### config.mk
export PLATFORM = sky130hd
export DESIGN_NAME = host_cmd_framer
export DESIGN_NICKNAME = d
export VERILOG_FILES = /design/src/rtl/host_cmd_framer.sv
export SDC_FILE = /design/constraint.sdc
export NUM_CORES = 1
export LEC_CHECK = 0
export ABC_CLOCK_PERIOD_IN_PS = 5100
export CAP_MARGIN = 20
export CORE_MARGIN = 5
export CORE_UTILIZATION = 50
export DETAILED_ROUTE_END_ITERATION = 8
export GPL_ROUTABILITY_DRIVEN = 0
export PLACE_DENSITY = 0.75
export SLEW_MARGIN = 25
export SYNTH_ARGS = -nofsm -noshare
export SYNTH_HDL_FRONTEND = slang
export SYNTH_SLANG_ARGS = --single-unit
### constraint.sdc
create_clock -name CLK -period 5.1 [get_ports CLK]
set_input_delay 0.765 -clock CLK [delete_from_list [all_inputs] [get_ports CLK]]
set_output_delay 0.765 -clock CLK [all_outputs]
set_load 0.02 [all_outputs]
### src/rtl/host_cmd_framer.sv
// host_cmd_framer: expands one host command into UART-framed bytes on Rx_line.
// Optional macro HOST_GAP_EN adds one idle-high bit period between bytes of a command.
module host_cmd_framer #(
  parameter int width = 8,
  parameter int depth = 16
) (
  input  logic                     CLK,
  input  logic                     Reset,
  input  logic                     Cmd_valid,
  output logic                     Cmd_ready,
  input  logic [1:0]               Cmd_type,
  input  logic [$clog2(depth)-1:0] Cmd_addr,
  input  logic [width-1:0]         Cmd_data,
  input  logic [width-1:0]         Cmd_A,
  input  logic [width-1:0]         Cmd_B,
  input  logic [3:0]               Cmd_FUN,
  input  logic [4:0]               Prescale,
  input  logic                     Parity_EN,
  input  logic                     Parity_type,
  output logic                     Rx_line,
  output logic                     Busy,
  output logic                     Cmd_done
);

`ifdef HOST_GAP_EN
  typedef enum logic [2:0] {S_IDLE, S_START, S_DATA, S_PARITY, S_STOP, S_GAP} state_t;
`else
  typedef enum logic [2:0] {S_IDLE, S_START, S_DATA, S_PARITY, S_STOP} state_t;
`endif

  state_t          r_state, w_state_nxt;
  logic [4:0]      r_cnt, w_cnt_nxt;
  logic [2:0]      r_bit, w_bit_nxt;
  logic [1:0]      r_byte, w_byte_nxt;
  logic [1:0]      r_nlast;
  logic [4:0]      r_p;
  logic            r_par_en, r_par_odd;
  logic [3:0][7:0] r_bytes;
  logic            r_line, w_line_nxt;
  logic            r_done, w_done_nxt;
  logic            w_accept, w_to_stop;
  logic            w_end, w_stop_early, w_last;
  logic [7:0]      w_cur;

  assign w_end        = (r_cnt == r_p - 5'd1);
  assign w_stop_early = (6'(r_cnt) + 6'd2 == 6'(r_p));
  assign w_last       = (r_byte == r_nlast);

  // The final stop bit's last cycle is spent in IDLE with Cmd_done high, so a
  // command accepted on that edge starts its frame with no idle cycle between.
  always_comb begin
    w_state_nxt = r_state;
    w_cnt_nxt   = w_end ? 5'd0 : r_cnt + 5'd1;
    w_bit_nxt   = r_bit;
    w_byte_nxt  = r_byte;
    w_done_nxt  = 1'b0;
    w_accept    = 1'b0;
    w_to_stop   = 1'b0;
    unique case (r_state)
      S_IDLE: begin
        w_cnt_nxt = '0;
        if (Cmd_valid) begin
          w_accept    = 1'b1;
          w_state_nxt = S_START;
          w_bit_nxt   = '0;
          w_byte_nxt  = '0;
        end
      end
      S_START: if (w_end) w_state_nxt = S_DATA;
      S_DATA: if (w_end) begin
        if (r_bit == 3'd7) begin
          w_bit_nxt = '0;
          if (r_par_en) w_state_nxt = S_PARITY;
          else          w_to_stop   = 1'b1;
        end else begin
          w_bit_nxt = r_bit + 3'd1;
        end
      end
      S_PARITY: if (w_end) w_to_stop = 1'b1;
      S_STOP: begin
        if (w_last && w_stop_early) begin
          w_state_nxt = S_IDLE;
          w_cnt_nxt   = '0;
          w_byte_nxt  = '0;
          w_done_nxt  = 1'b1;
        end else if (w_end) begin
`ifdef HOST_GAP_EN
          w_state_nxt = S_GAP;
`else
          w_state_nxt = S_START;
          w_byte_nxt  = r_byte + 2'd1;
`endif
        end
      end
`ifdef HOST_GAP_EN
      S_GAP: if (w_end) begin
        w_state_nxt = S_START;
        w_byte_nxt  = r_byte + 2'd1;
      end
`endif
      default: w_state_nxt = S_IDLE;
    endcase

    // With P=1 the last stop bit is only the IDLE cycle, so STOP is skipped.
    if (w_to_stop) begin
      if (w_last && r_p == 5'd1) begin
        w_state_nxt = S_IDLE;
        w_cnt_nxt   = '0;
        w_byte_nxt  = '0;
        w_done_nxt  = 1'b1;
      end else begin
        w_state_nxt = S_STOP;
      end
    end

    w_cur      = r_bytes[w_byte_nxt];
    w_line_nxt = 1'b1;
    case (w_state_nxt)
      S_START:  w_line_nxt = 1'b0;
      S_DATA:   w_line_nxt = w_cur[w_bit_nxt];
      S_PARITY: w_line_nxt = r_par_odd ^ (^w_cur);
      default:  w_line_nxt = 1'b1;
    endcase
  end

  always_ff @(posedge CLK) begin
    if (Reset) begin
      r_state   <= S_IDLE;
      r_cnt     <= '0;
      r_bit     <= '0;
      r_byte    <= '0;
      r_nlast   <= '0;
      r_p       <= 5'd1;
      r_par_en  <= 1'b0;
      r_par_odd <= 1'b0;
      r_bytes   <= '0;
      r_line    <= 1'b1;
      r_done    <= 1'b0;
    end else begin
      r_state <= w_state_nxt;
      r_cnt   <= w_cnt_nxt;
      r_bit   <= w_bit_nxt;
      r_byte  <= w_byte_nxt;
      r_line  <= w_line_nxt;
      r_done  <= w_done_nxt;
      if (w_accept) begin
        r_p       <= (Prescale == 5'd0) ? 5'd1 : Prescale;
        r_par_en  <= Parity_EN;
        r_par_odd <= Parity_type;
        unique case (Cmd_type)
          2'd0: begin
            r_bytes <= {8'h00, 8'(Cmd_data), 8'(Cmd_addr), 8'hAA};
            r_nlast <= 2'd2;
          end
          2'd1: begin
            r_bytes <= {16'h0000, 8'(Cmd_addr), 8'hBB};
            r_nlast <= 2'd1;
          end
          2'd2: begin
            r_bytes <= {8'(Cmd_FUN), 8'(Cmd_B), 8'(Cmd_A), 8'hCC};
            r_nlast <= 2'd3;
          end
          default: begin
            r_bytes <= {16'h0000, 8'(Cmd_FUN), 8'hDD};
            r_nlast <= 2'd1;
          end
        endcase
      end
    end
  end

  assign Cmd_ready = (r_state == S_IDLE);
  assign Busy      = !Cmd_ready;
  assign Rx_line   = r_line;
  assign Cmd_done  = r_done;

endmodule
==> impl_metrics.ini <==
[timing]
setup_tns_ns = 0
holdWs_ns = 0.467
max_slew_margin = 0.390
maxSlewViolCount = 0
setup_viol = 0
finClkSkew_ns = 0.00501
fmax_ghz = 0.236
finalCritPeriodShare = 0.832
worst_pin_slew_ns = 0.912
rsz0062_at_grt = no
layout_min_cycle_time_ns = 4.24
hold_violations = 0

[worst_setup_path]
worstRegToRegCells = 13
path_class = flop to flop
worstPathRequired_ns = 5.30
crit_path_end_kind = flop
cp.arrival_ns = 4.44
critical_path.startpoint_type = flop
cp_max_fo = 17

[synthesis]
synth_nets = 405
synth_flop_cell = dfxtp_1
synth_top_family_by_area = simple AND/OR/NAND/NOR gates
synth_edf_count = 0
netlist_area_um2 = 2910
ys_async_sr_fraction = 0
synth_xor_area_frac = 0.0762
synth-compound-area-share = 0.182
synthMuxAreaShare = 0.120
synth_cell_types = 56
synth-adder-area-share = 0.0258
syn_inst = 355
avgSynthCellArea_um2 = 8.19
synth_simple_gate_area_share = 0.219
ys.warnings.count = 0
ys_seq_area_frac = 0.330
ys_seq_elements = 48

[drt]
antenna_left = 0
wl_per_cell_um = 14.0
avgViaCountPerCell = 5.52
first_pass_iters = 4
drc_errors = 0
drt-total-wl_um = 6420
first_iter_violations = 114
vias = 2528

[finish]
syn2layout_area_growth_pct = 19.7
n_antenna_cell = 0
stdcell_area_um2 = 3480
mostFrequentLayoutCell = dfxtp_1
fillers = 516
layout.nets = 435
mostFrequentLayoutCells = 48 x dfxtp_1, 47 x clkdlybuf4s50_1, 42 x nand2_1
drive_gt1_frac = 0.0648

[floorplanning]
die_x_um = 86.3
dieArea_um2 = 7440
die_h_um = 86.3
coreArea_um2 = 5570
start_util = 0.522
ios = 48
num_rows = 27

[global_route]
overflow = 0
grt_max_degree = 45
grt_pass1_wl_um = 11000
antenna_found_initial = 0
grtUsageTotal = 0.180
first_global_vias = 2376

[place]
io_buffers = 47
place_area_um2 = 3370
place_hpwl_um = 4690

[run_status]
status = finished clean

[power_and_ir_drop]
p_leak_uw = 0.00131
power.density_nw_per_um2 = 291
max-vdd-ir-drop_mv = 0.127

[clock_network]
clk_latency_ns = 0.30
root_buffer = clkbuf_8
cts_max_path_buffers = 2
cts_tree = built
postCtsHoldBufs = 0
cts_buffers = 5
path_clk_slew_ns = 0.09
h-tree-depth = 2
cts_resized = 0
cts_setup_buffers = 0
clock_sinks = 48

[flow_run]
max-cap-violations = 0

[worst_hold_path]
hold_path_depth = 2
hold_class = flop to flop
==> synth_stat cells, drive strengths merged (8+ instances only) <==
cell / n / area, um2
dfxtp: 48 / 961
nand2: 42 / 158
a21oi: 35 / 179
nor2: 35 / 131
mux2i: 31 / 314
clkbuf: 20 / 76.3
nand3: 14 / 70.1
nor3: 13 / 65.1
o21ai: 11 / 55.1
xnor2: 11 / 104
xor2: 10 / 95.1
nor2b: 8 / 50.1
o211ai: 8 / 70.1
==> sequential cells by signal (all words and copies together), names as in the netlist <==
register	count
r_bytes	24
r_cnt	5
r_p	5
r_bit	3
r_state	3
r_byte	2
r_nlast	2
Cmd_done	1
Rx_line	1
r_par_en	1
r_par_odd	1
==> cells by family after synthesis <==
kind of cell,count (synthesis)
AOI/OAI and AO/OA,77
xor gates and xnor gates,22
adders and majority gates,6
buffers and inverters,32
DFF,48
muxes,34
and+or+nand+nor,136
==> layout make-up <==
cell class	instances	area, um2	area share
repair buffers	49	485	0.139
clock inverters	3	42.5	0.0122
multi-input cells	275	1810	0.520
clock buffers	5	68.8	0.0198
flip-flops and latches	48	961	0.276
well taps	72	90.1	0.0259
inverters	6	22.5	0.00647
==> power breakdown <==
group	switching [uW]	internal, uW	leakage (uW)
Sequential	30.7	404	0.000392
Clock	130	145	0.0000541
Combinational	163	142	0.000863
Total	324	691	0.00131
==> through the flow <==
| step | total power [uW] | utilization | setup WS [ns] | instances |
|---|---|---|---|---|
| 2_1_floorplan | 657 | - | 1.75 | 355 |
| 3_3_place_gp | 740 | 0.604 | 1.07 | 450 |
| 3_5_place_dp | 748 | 0.604 | 0.886 | 450 |
| 4_1_cts | 1020 | 0.624 | 0.825 | 458 |
| 5_1_grt | 1080 | 0.624 | 0.586 | 458 |
| 6_report | 1010 | 0.624 | 0.858 | 458 |
==> per-layer routing <==
| layer | share of wire | up-vias | wire length (um) | GRT usage |
|---|---|---|---|---|
| li1 | - | 1303 | - | - |
| met1 | 0.46 | 1156 | 2960 | 0.226 |
| met2 | 0.48 | 62 | 3090 | 0.317 |
| met3 | 0.046 | 7 | 298 | 0.0333 |
| met4 | 0.011 | 0 | 70 | 0.0453 |
| met5 | 0 | - | 0 | 0 |
==> critical path: stages, from the launching register on <==
cell,delay (ns)
dfxtp_1,0.43
inv_1,0.08
ha_1,0.30
xor2_1,0.25
o211ai_2,0.15
a211oi_4,0.55
a21oi_2,0.15
a211oi_4,0.79
mux2i_1,0.31
mux2i_2,0.12
xnor2_1,0.22
xnor3_1,0.35
xnor2_1,0.13
a211o_1,0.29
==> final timing paths <==
path / from / slack, ns / end
worst max-delay path: r_p[0] / 0.86 / Rx_line
worst min-delay path: r_bytes[25] / 0.47 / r_bytes[25]
worst max register to register: r_p[0] / 0.86 / Rx_line
worst min register to register: r_bytes[25] / 0.47 / r_bytes[25]
Note: power is estimated with default switching activity, not from simulation.
